File: config.mk
export PLATFORM = sky130hd
export DESIGN_NAME = map_query
export DESIGN_NICKNAME = d
export VERILOG_FILES = /design/src/rtl/map_query.sv
export SDC_FILE = /design/constraint.sdc
export NUM_CORES = 1
export LEC_CHECK = 0
export CORE_MARGIN = 4
export CORE_UTILIZATION = 45
export CTS_BUF_LIST = sky130_fd_sc_hd__clkbuf_16
export CTS_CLUSTER_DIAMETER = 60
export DETAILED_ROUTE_END_ITERATION = 10
export GPL_ROUTABILITY_DRIVEN = 0
export PLACE_DENSITY = 0.79
export SYNTH_ARGS = -nofsm -noshare
export SYNTH_HDL_FRONTEND = slang
export SYNTH_SLANG_ARGS = --single-unit
File: constraint.sdc
create_clock -name clk -period 8.4 [get_ports clk]
set_clock_uncertainty 0.1 [all_clocks]
set_input_delay 0.84 -clock clk [delete_from_list [all_inputs] [get_ports clk]]
set_output_delay 0.84 -clock clk [all_outputs]
set_load 0.03 [all_outputs]
File: src/rtl/map_query.sv
// map_query: read-side client of the tile map ROM.
// Answers POINT (single tile) and SPAN (set-tile count between two columns)
// queries over valid/ready request and response channels.
module map_query #(
    parameter int ROW_AW = 5,
    parameter int ROW_W  = 32,
    parameter int CNT_W  = 6,
    localparam int CW    = $clog2(ROW_W)
) (
    input  logic              clk,
    input  logic              reset,
    input  logic              req_valid,
    output logic              req_ready,
    input  logic              req_op,
    input  logic [ROW_AW-1:0] req_row,
    input  logic [CW-1:0]     req_col0,
    input  logic [CW-1:0]     req_col1,
    output logic [ROW_AW-1:0] map_addr,
    input  logic [ROW_W-1:0]  map_bits,
    output logic              rsp_valid,
    input  logic              rsp_ready,
    output logic              rsp_hit,
    output logic [CNT_W-1:0]  rsp_count
);

    typedef enum logic [1:0] {IDLE, FETCH, SCAN, RESP} state_t;

    state_t             state, state_nxt;
    logic               op_span;
    logic [CW-1:0]      lo, hi, col;
    logic [ROW_W-1:0]   row_reg;
    logic [CNT_W-1:0]   count;
    logic               fetch_bit, scan_bit;
    logic [CNT_W-1:0]   scan_sum;

    // Column c lives at bit ROW_W-1-c (column 0 is the MSB).
    always_comb begin
        fetch_bit = map_bits[CW'(ROW_W-1) - lo];
        scan_bit  = row_reg[CW'(ROW_W-1) - col];
        scan_sum  = count + CNT_W'(scan_bit);
    end

    // State register.
    always_ff @(posedge clk) begin
        if (reset) state <= IDLE;
        else       state <= state_nxt;
    end

    // Next-state and handshake outputs.
    always_comb begin
        state_nxt = state;
        req_ready = 1'b0;
        rsp_valid = 1'b0;
        case (state)
            IDLE: begin
                req_ready = !reset;
                if (req_valid && !reset) state_nxt = FETCH;
            end
            FETCH: state_nxt = op_span ? SCAN : RESP;
            SCAN: begin
                if (col == hi) state_nxt = RESP;
            end
            RESP: begin
                rsp_valid = 1'b1;
                if (rsp_ready) state_nxt = IDLE;
            end
            default: state_nxt = IDLE;
        endcase
    end

    // Datapath: request capture, row fetch, column scan, result registers.
    // The column counter is compared against hi before incrementing so a
    // full-row span ends at the last column without wrapping.
    always_ff @(posedge clk) begin
        if (reset) begin
            map_addr  <= '0;
            rsp_hit   <= 1'b0;
            rsp_count <= '0;
            op_span   <= 1'b0;
            lo        <= '0;
            hi        <= '0;
            col       <= '0;
            count     <= '0;
            row_reg   <= '0;
        end else begin
            case (state)
                IDLE: begin
                    if (req_valid && req_ready) begin
                        op_span  <= req_op;
                        map_addr <= req_row;
                        if (req_op && (req_col1 < req_col0)) begin
                            lo <= req_col1;
                            hi <= req_col0;
                        end else begin
                            lo <= req_col0;
                            hi <= req_col1;
                        end
                    end
                end
                FETCH: begin
                    row_reg <= map_bits;
                    if (!op_span) begin
                        rsp_hit   <= fetch_bit;
                        rsp_count <= CNT_W'(fetch_bit);
                    end else begin
                        col   <= lo;
                        count <= '0;
                    end
                end
                SCAN: begin
                    if (col == hi) begin
                        rsp_count <= scan_sum;
                        rsp_hit   <= (scan_sum != '0);
                    end else begin
                        count <= scan_sum;
                        col   <= col + CW'(1);
                    end
                end
                default: ;
            endcase
        end
    end

endmodule

==> results by group, run 1 <==
Pwr
  • NetSw: 439 uW
  • Sequential share of power: 35.4%
  • Maximum vdd drop: 121 uV
  • Net Sw Frac: 34.4%
  • Comb pwr share: 36.2%
  • PwrDens: 276 nW/um2
  • Clock Power Share: 28.4%
  • P_int: 837 uW
  • Power, Total: 1.28 mW
  • Static Leak: 1.74 nW

Layout
  • Commonest cells after routing, fill and taps aside: 68 x dfxtp_1, 64 x clkdlybuf4s50_1, 53 x nor2_1
  • Commonest non-fill, non-tap cell in the layout: dfxtp_1
  • Max reg flops: 32
  • Antenna diode count: 0
  • Final #Nets: 498
  • Layout cells sized above 1: 9.32%
  • Area Overhead vs Synth: 25.6%
  • Final core utilization: 58.8%

STA
  • Final-report max-slew violation count: 0
  • Fin. Hold Viols: 0
  • Final critical-path share of the clock period: 43.2%
  • Tmin final: 3630 ps
  • Final setup TNS: 0 ps
  • RSZ-0062 raised after global routing: no
  • Setup WS post-layout: 4770 ps
  • Worst hold slack: 362 ps
  • Worst Max-Slew Pin Slew: 1210 ps
  • Fmax: 0.276 GHz
  • Setup Viol. Count Final: 0
  • Worst rel slew slack: 19.4%

Yosys
  • Post-synth EDFFs: 0
  • Syn nets: 452
  • Sequential fraction of the synthesis area: 37.0%
  • Commonest register cell after synthesis: dfxtp_1
  • Number of synthesis warnings: 0
  • Cell Area, Synth: 3670 um2
  • Unique masters post-synth: 42
  • Post-synthesis register bit count: 68
  • Syn Area/Cell: 9.45 um2
  • Async S/R FF share, synth: 0%
  • Cells after synthesis: 389

Setup path
  • R2R cell count: 9
  • Critical Path Source Type: flip-flop
  • Worst path arrival time: 3670 ps
  • CP Max Fanout: 13
  • Worst Path Required: 8450 ps
  • CP startpoint: col[0]$_SDFFE_PP0P_
  • WS Path Type: reg2reg
  • Crit end category: flip-flop
  • CP Capture Point: rsp_hit$_SDFFE_PP0P_
  • Worst R2R Start: col[0]$_SDFFE_PP0P_
  • Register-to-register setup slack: 4770 ps
  • RR Endpoint: rsp_hit$_SDFFE_PP0P_

Route
  • Initial drt markers: 142
  • Final wirelength: 8.20 mm
  • Routed wire length per instance: 15.1 um
  • Final ANT Viol Nets: 0
  • DRC viols: 0
  • Vias per cell: 5.49
  • First drt pass iteration count: 4
  • Via count of the routed design: 2976

GRT
  • Global-route wire length before repair: 13.8 mm
  • Vias in the first global route: 2867
  • Largest net degree at the start of global routing: 72
  • Initial antenna violation count: 0
  • Gr usage total: 17.4%
  • Grt ovf: 0

Min path
  • Class of the worst hold path: reg2reg
  • Worst hold start: rsp_count[2]$_SDFFE_PP0P_

Floorplanning
  • # rows: 32
  • Die Wd: 98.4 um
  • Die Ht: 98.4 um
  • Die ar.: 9680 um2
  • Core area: 7850 um2
  • IO Count: 66
  • Starting density of the core: 46.8%

Place
  • I/O Buffers: 65
  • Pre-CTS setup slack: 4780 ps
  • Detailed placer's ending HPWL: 5.97 mm

CTS
  • Setup Buffers After CTS: 0
  • Resize count post-CTS: 0
  • Clock buffer depth: 2
  • Worst-Skew Late Latency: 320 ps
  • CTS tree: done
  • Number of buffers created by CTS: 9
  • H-tree Lvls: 3
  • Clock root buffer: clkbuf_16
  • # hold bufs at CTS: 0
  • Clk pin slew, worst setup/hold paths: 50 ps
  • Clock net sink count: 68

Run
  • Max-Cap Viols: 0

Status
  • Status: completed
per-layer routing:
layer,GRT usage (%),up-vias,wire [um]
li1,-,1478,-
met1,21.8,1417,3690
met2,28.9,65,3980
met3,2.93,16,304
met4,8.30,0,219
met5,0,-,0
logic make-up (layout without fill, tap and decap cells):
| family | Yosys count | in the layout | share of synthesized area [%] |
|---|---|---|---|
| XOR/XNOR | 8 | 8 | 1.91 |
| flip-flops | 68 | 68 | 37.0 |
| adder cells (fa/ha/maj) | 11 | 11 | 3.75 |
| multiplexers | 60 | 60 | 22.8 |
| buffers and inverters | 39 | 90 | 4.39 |
| AO/OA/AOI/OAI | 77 | 77 | 14.3 |
| AND/OR/NAND/NOR | 126 | 126 | 15.7 |
final cells by class:
cell class | instances | area [um2]
clock buffer | 9 | 225
clock inverter | 7 | 67.6
fill | 699 | 3230
timing repair buffer | 65 | 646
tap | 102 | 128
inverter | 9 | 33.8
multi-input combinational | 282 | 2150
sequential | 68 | 1360
power groups by stage:
| stage | logic, mW | registers [mW] | clock network, mW |
|---|---|---|---|
| CTS | 0.463 | 0.453 | 0.368 |
| global route | 0.505 | 0.463 | 0.381 |
| finish | 0.462 | 0.452 | 0.362 |
| floorplan | 0.363 | 0.437 | 0 |
| global placement | 0.451 | 0.457 | 0 |
| detailed placement | 0.460 | 0.458 | 0 |
Yosys cell counts (2+ instances only):
cell type	count	area share, %
o21ai_0	10	1.4
nand3_1	6	0.82
o21bai_1	8	1.6
xor2_1	6	1.4
o22ai_1	2	0.34
nor2b_1	5	0.85
dfxtp_1	68	37
and2_1	7	1.2
xnor2_1	2	0.48
nor2_1	53	5.4
buf_4	2	0.41
a211oi_1	22	4.5
a21o_1	7	1.4
nand2b_1	19	3.2
nand2_1	29	3.0
a21oi_1	14	1.9
a31oi_1	2	0.34
mux2i_1	40	11
ha_1	11	3.7
mux4_2	19	12
inv_1	9	0.92
a311oi_1	2	0.48
buf_1	3	0.31
buf_2	6	0.82
clkbuf_1	19	1.9
o211ai_1	2	0.41
per-stage QoR:
step | instance area [um2] | instances
floorplan | 3670 | 389
global placement | 4320 | 526
detailed placement | 4320 | 526
CTS | 4620 | 542
global route | 4620 | 542
finish | 4620 | 542
worst min path at each step:
stage                                      endpoint  slack (ps)  cells after the start
after floorplan               count[0]$_SDFFE_PP0P_         340                      2
after global placement    rsp_count[2]$_SDFFE_PP0P_         350                      2
after detailed placement      count[0]$_SDFFE_PP0P_         360                      2
after CTS                     count[0]$_SDFFE_PP0P_         360                      2
after global routing          count[0]$_SDFFE_PP0P_         390                      2
final                     rsp_count[2]$_SDFFE_PP0P_         360                      2
critical path: stages, from the launching register on:
cell and delay [ps]:
dfxtp_1 740, mux4_2 600, mux4_2 470, mux2_2 280
ha_1 210, ha_1 240, xor2_1 170, o31a_1 260
nor4_1 260, a311oi_1 130
Power figures use the tool's default switching activity.
==> run 2, diff against run 1 <==
PLACE_DENSITY = 0.82   (was 0.79)
clock period = 3.05 ns   (was 8.4 ns; I/O delays follow)
==> run 2 against run 1 <==
The run now ends with setup timing left. Sequential share of layout area down 1.1 points. Wire length rose by 19%. Fmax up 16%. Worst setup slack lost 4900 ps. First-iteration DRC count grew 110%. Critical path depth up 1. Final cell count rose by 3.0%.
==> results by group, run 2 (synthesized netlist as in run 1, its figures left out) <==
Status
  • Status: finished with violations
  • Failing checks: setup timing

Route
  • DR WL met3: 551 um (+81%)
  • Top Metal Used: met4
  • First drt pass iteration count: 5 (+1)
  • Vias per cell: 5.62 (+2.3%)
  • DRC viols: 0 (unchanged)
  • Met2 Routed Length: 5.04 mm (+27%)
  • Metal-1 WL: 3.81 mm (+3.3%)
  • Final wirelength: 9.73 mm (+19%)
  • Via count of the routed design: 3135 (+5.3%)
  • Initial drt markers: 292 (+110%)
  • Routed wire length per instance: 17.4 um (+15%)
  • Final ANT Viol Nets: 0 (unchanged)

GRT
  • Vias in the first global route: 3159 (+10%)
  • Grt ovf: 0 (unchanged)
  • Initial antenna violation count: 0 (unchanged)
  • Global-route wire length before repair: 15.2 mm (+10%)
  • Gr usage total: 19.5% (+2.1 points)
  • Largest net degree at the start of global routing: 71 (-1.4%)

Layout
  • Commonest cells after routing, fill and taps aside: 67 x dfxtp_1, 64 x clkdlybuf4s50_1, 53 x nor2_1
  • Final #Nets: 514 (+3.2%)
  • Fillers: 653 (-6.6%)
  • Max reg flops: 32 (unchanged)
  • Layout cells sized above 1: 14.0% (+4.7 points)
  • Commonest non-fill, non-tap cell in the layout: dfxtp_1
  • Final core utilization: 61.4% (+2.6 points)
  • Antenna diode count: 0 (unchanged)
  • Area Overhead vs Synth: 31.1%
  • Final instance area: 4820 um2 (+4.3%)

STA
  • Worst hold slack: 358 ps (-3.70 ps)
  • Tmin final: 3140 ps (-492 ps)
  • Final-report max-slew violation count: 0 (unchanged)
  • Setup WS post-layout: -86.0 ps (-4860 ps)
  • Final setup TNS: -86.0 ps (-86.0 ps)
  • RSZ-0062 raised after global routing: yes
  • Final critical-path share of the clock period: 103% (+60 points)
  • Worst Max-Slew Pin Slew: 1110 ps (-99.4 ps)
  • Fin. Hold Viols: 0 (unchanged)
  • Worst rel slew slack: 25.7% (+6.3 points)
  • Setup Viol. Count Final: 1 (+1)
  • Fmax: 0.319 GHz (+16%)

Min path
  • Class of the worst hold path: reg2reg

Setup path
  • CP bufs+invs: 1 (+1)
  • Worst path arrival time: 3210 ps (-460 ps)
  • Largest delay share family, worst path: multiplexers
  • Worst Path Required: 3120 ps (-5330 ps)
  • R2R cell count: 10 (+1)
  • Critical Path Source Type: flip-flop
  • Crit end category: flip-flop
  • RR Endpoint: rsp_hit$_SDFFE_PP0P_
  • WS Path Type: reg2reg
  • Worst path depth: 10 (+1)
  • Slowest CP cell: mux4_2
  • Worst R2R Start: col[0]$_SDFFE_PP0P_
  • Largest stage delay on the critical path: 500 ps (-240 ps)
  • Register-to-register setup slack: -90 ps (-4860 ps)
  • CP Cell Sequence: buf_12 > mux4_2 > mux4_2 > mux2_4 > ha_4 > ha_4 > xor2_2 > o31a_1 > nor4_2 > a311oi_1
  • CP Max Fanout: 3 (-10)
  • CP Capture Point: rsp_hit$_SDFFE_PP0P_
  • CP startpoint: col[0]$_SDFFE_PP0P_

Place
  • I/O Buffers: 65 (unchanged)
  • Pre-CTS setup slack: -146 ps (-4930 ps)
  • Post-placement cell area: 4420 um2 (+2.3%)
  • Detailed placer's ending HPWL: 6.42 mm (+7.4%)

Pwr
  • Maximum vdd drop: 387 uV (+220%)
  • PwrDens: 758 nW/um2 (+170%)
  • Static Leak: 1.83 nW (+5.2%)

CTS
  • CTS tree: done
  • Number of buffers created by CTS: 9 (unchanged)
  • Clock net sink count: 68 (unchanged)
  • Clock root buffer: clkbuf_16
  • H-tree Lvls: 3 (unchanged)
  • Worst-Skew Late Latency: 330 ps (about the same)
  • Clock buffer depth: 2 (unchanged)
  • # hold bufs at CTS: 0 (unchanged)
  • Clk pin slew, worst setup/hold paths: 60 ps (about the same)

Floorplanning
  • Starting density of the core: 46.8% (unchanged)
  • # rows: 32 (unchanged)
  • IO Count: 66 (unchanged)
  • Core area: 7850 um2 (unchanged)
  • Die Ht: 98.4 um (unchanged)
  • Die ar.: 9680 um2 (unchanged)
  • Die Wd: 98.4 um (unchanged)

Run
  • Max-Cap Viols: 0 (unchanged)
## run 2: changes by cell type in the layout (fill, tap and decap cells not counted), sizes merged
cell,delta
buf,+16
clkinv,-2
inv,+2
## run 2: final cells by class
type                       count  area (um2)  area share (%)
timing repair buffer          81         790            16.4
clock inverter                 7        60.1            1.25
clock buffer                   9         225            4.68
multi-input combinational    282        2210            46.0
sequential                    68        1370            28.3
inverter                       9        33.8           0.701
tap                          102         128            2.65
## run 2: repair_timing
item	in CTS	in global routing
cloned	0	0
pin swaps	0	2
gates resized for setup	6	12
endpoints found under the setup margin	4	5
buffers inserted	0	3
## run 2: stage by stage
| step | instances | power [mW] |
|---|---|---|
| finish | 558 | 3.65 |
| global route | 558 | 3.84 |
| CTS | 555 | 3.59 |
| detailed placement | 539 | 2.57 |
| global placement | 539 | 2.52 |
| floorplan | 389 | 2.21 |
## run 2: power by group
part           switching (mW)  leakage [nW]  total (mW)  internal, mW
logic                   0.763          1.13        1.42         0.660
registers               0.158         0.556        1.23          1.07
clock network           0.376         0.139       0.997         0.620
## run 2: worst min path at each step
stage	startpoint	endpoint	slack, ps	cells after the start
4_1_cts	rsp_count[2]$_SDFFE_PP0P_	rsp_count[2]$_SDFFE_PP0P_	360	2
2_1_floorplan	req_row[0]	map_addr[0]$_SDFFE_PP0P_	310	2
5_1_grt	rsp_count[2]$_SDFFE_PP0P_	rsp_count[2]$_SDFFE_PP0P_	390	2
3_5_place_dp	rsp_count[2]$_SDFFE_PP0P_	rsp_count[2]$_SDFFE_PP0P_	350	2
3_3_place_gp	count[0]$_SDFFE_PP0P_	count[0]$_SDFFE_PP0P_	350	2
6_report	rsp_count[2]$_SDFFE_PP0P_	rsp_count[2]$_SDFFE_PP0P_	360	2
## run 2: layer usage
metal  vias up  GRT usage (%)
met5         -              0
met4         0           9.35
met3        27           3.50
met2       114           33.6
met1      1487           23.4
li1       1507              -
## run 2: worst register-to-register path, delay by kind of cell, from the launching register on
family | cells | cell delay (ps)
AO/OA/AOI/OAI | 2 | 420
XOR/XNOR | 1 | 150
adder cells (fa/ha/maj) | 2 | 360
buffers and inverters | 1 | 110
flip-flops | 1 | 370
multiplexers | 3 | 1300
AND/OR/NAND/NOR | 1 | 160
==> run 3, diff against run 2 <==
GPL_TIMING_DRIVEN = 0   (was not set)
==> run 3 against run 2 <==
The flow still finishes with violations (setup timing). Sequential share of layout area shrank 1.0 points. Cell area increased by 3.8%. Clock power rose by 21%. First-iteration DRC count grew 1.4%. Sequential power is 3% lower. Via count rose by 5.4%. Non-clock buffer count is 24 higher. Clock-buffer cell count is the same. Register-to-register slack worse by 80 ps. Worst setup slack got worse by 76 ps. Global-route usage is 0.89 points higher. Fmax fell by 2.4%.
==> results by group, run 3 (synthesized netlist as in run 1, its figures left out) <==
Status
  • Status: finished with violations
  • Failing checks: setup timing

Place
  • Post-placement cell area: 4450 um2 (+0.65%)
  • Detailed placer's ending HPWL: 6.63 mm (+3.3%)
  • Placed Instances: 555 (+3.0%)
  • I/O Buffers: 64 (-1.5%)

Setup path
  • Critical Path Source Type: flip-flop
  • Worst path arrival time: 3300 ps (+90 ps)
  • CP Cell Sequence: buf_12 > mux4_2 > mux4_2 > mux2_4 > ha_4 > ha_4 > buf_6 > nand3_2 > xnor2_1 > and2_4 > nor4_4 > a311oi_1
  • CP bufs+invs: 2 (+1)
  • Worst path depth: 12 (+2)
  • Largest delay share family, worst path: multiplexers
  • Slowest CP cell: mux4_2
  • WS Path Type: reg2reg
  • R2R cell count: 12 (+2)
  • Worst Path Required: 3140 ps (+20 ps)
  • Largest stage delay on the critical path: 530 ps (+30 ps)
  • CP Max Fanout: 5 (+2)
  • Crit end category: flip-flop

Floorplanning
  • Core area: 7850 um2 (unchanged)
  • Starting density of the core: 46.8% (unchanged)
  • Die Ht: 98.4 um (unchanged)
  • Die Wd: 98.4 um (unchanged)
  • IO Count: 66 (unchanged)
  • Die ar.: 9680 um2 (unchanged)
  • # rows: 32 (unchanged)

Run
  • Max-Cap Viols: 0 (unchanged)

STA
  • Setup WS post-layout: -162 ps (-75.7 ps)
  • Final-report max-slew violation count: 0 (unchanged)
  • Worst Max-Slew Pin Slew: 768 ps (-341 ps)
  • Setup Viol. Count Final: 2 (+1)
  • Tmin final: 3210 ps (+75.7 ps)
  • Final critical-path share of the clock period: 105% (+2.5 points)
  • Fmax: 0.311 GHz (-2.4%)
  • Worst rel slew slack: 48.4% (+23 points)
  • Final setup TNS: -188 ps (-102 ps)
  • Worst hold slack: 314 ps (-44.0 ps)
  • Fin. Hold Viols: 0 (unchanged)
  • RSZ-0062 raised after global routing: yes

Route
  • Initial drt markers: 296 (+1.4%)
  • First drt pass iteration count: 5 (unchanged)
  • Final ANT Viol Nets: 0 (unchanged)
  • Final wirelength: 9.77 mm (+0.45%)
  • Vias per cell: 5.68 (+1.1%)
  • DRC viols: 0 (unchanged)
  • Routed wire length per instance: 16.8 um (-3.7%)
  • Via count of the routed design: 3305 (+5.4%)

Pwr
  • NetSw: 1.34 mW (+3.3%)
  • P_int: 2.57 mW (+9.4%)
  • Net Sw Frac: 34.2% (-1.3 points)
  • Comb pwr share: 38.6% (-0.4 points)
  • Clock Power Share: 31.0% (+3.7 points)
  • Static Leak: 1.91 nW (+4.3%)
  • Power, Total: 3.91 mW (+7.3%)
  • PwrDens: 783 nW/um2 (+3.3%)
  • Maximum vdd drop: 319 uV (-18%)
  • Sequential share of power: 30.3% (-3.4 points)

GRT
  • Grt ovf: 0 (unchanged)
  • Initial antenna violation count: 0 (unchanged)
  • Gr usage total: 20.4% (+0.89 points)
  • Global-route wire length before repair: 16.1 mm (+5.7%)
  • Largest net degree at the start of global routing: 14 (-80%)
  • Vias in the first global route: 3390 (+7.3%)

CTS
  • Clock root buffer: clkbuf_16
  • Number of buffers created by CTS: 9 (unchanged)
  • Clock buffer depth: 2 (unchanged)
  • H-tree Lvls: 3 (unchanged)
  • CTS tree: done
  • Clock net sink count: 68 (unchanged)
  • Worst-Skew Late Latency: 330 ps (about the same)
  • Clk pin slew, worst setup/hold paths: 60 ps (about the same)
  • # hold bufs at CTS: 0 (unchanged)

Layout
  • Final #Nets: 538 (+4.7%)
  • Non-Filler Instances: 582 (+4.3%)
  • Fillers: 624 (-4.4%)
  • Max reg flops: 32 (unchanged)
  • Final instance area: 5000 um2 (+3.8%)
  • Antenna diode count: 0 (unchanged)
  • Register area: 1370 um2 (about the same)
  • Commonest cells after routing, fill and taps aside: 66 x dfxtp_1, 64 x clkdlybuf4s50_1, 53 x nor2_1
  • Commonest non-fill, non-tap cell in the layout: dfxtp_1
  • Multi-input gate area: 2230 um2 (+0.62%)
  • Layout cells sized above 1: 15.2% (+1.2 points)
  • Area Overhead vs Synth: 36.0%

Min path
  • WHS Path Cells: 3 (+1)
  • Class of the worst hold path: in2reg
[run 3: changes by cell type in the layout (fill, tap and decap cells not counted), sizes merged]
| cell | delta |
|---|---|
| inv | -1 |
| bufinv | +2 |
| clkbuf | +19 |
| clkinvlp | -1 |
| buf | +5 |
[run 3: layout make-up]
type                       instances  share of cell area, %
inverter                           9                  0.676
sequential                        68                   27.3
tap                              102                   2.55
clock buffer                       9                   4.51
buffer                            30                   2.93
multi-input combinational        282                   44.6
clock inverter                     7                   2.48
timing repair buffer              75                   14.9
[run 3: worst register-to-register path: stages, from the launching register on]
cell and delay [ps]:
dfxtp_4 390, buf_12 130, mux4_2 530, mux4_2 510, mux2_4 300, ha_4 170, ha_4 170, buf_6 120
nand3_2 60, xnor2_1 70, and2_4 180, nor4_4 230, a311oi_1 110
[run 3: metal layers]
layer | vias up | wire [um] | part of all wire, % | GRT usage [%]
met3 | 34 | 636 | 6.5 | 4.79
met4 | 0 | 277 | 2.8 | 8.93
li1 | 1558 | - | - | -
met2 | 139 | 4880 | 50 | 33.7
met5 | - | 0 | 0 | 0
met1 | 1574 | 3970 | 41 | 25.3
[run 3: final timing paths]
| kind | from | to | slack (ps) |
|---|---|---|---|
| hold / removal | reset | map_addr[3]$_SDFFE_PP0P_ | 310 |
| setup / recovery | col[0]$_SDFFE_PP0P_ | rsp_hit$_SDFFE_PP0P_ | -160 |
| hold reg to reg | rsp_count[2]$_SDFFE_PP0P_ | rsp_count[2]$_SDFFE_PP0P_ | 370 |
| setup reg to reg | col[0]$_SDFFE_PP0P_ | rsp_hit$_SDFFE_PP0P_ | -160 |
[run 3: power groups by stage]
stage	logic [mW]	clock network, mW	registers [mW]
4_1_cts	1.48	1.22	1.18
2_1_floorplan	1.00	0	1.20
5_1_grt	1.62	1.26	1.21
6_report	1.51	1.21	1.19
3_5_place_dp	1.40	0	1.19
3_3_place_gp	1.37	0	1.18
[run 3: timing repair]
item | in CTS | in global routing
endpoints found under the setup margin | 4 | 4
pin swaps | 4 | 6
resized for setup | 11 | 13
gates cloned | 1 | 0
setup buffers | 8 | 2
[run 3: stage by stage]
stage	setup slack (ps)	utilization, %
5_1_grt	-256	63.7
3_5_place_dp	-203	56.7
3_3_place_gp	-190	56.7
4_1_cts	-174	62.9
2_1_floorplan	42.3	-
6_report	-162	63.7
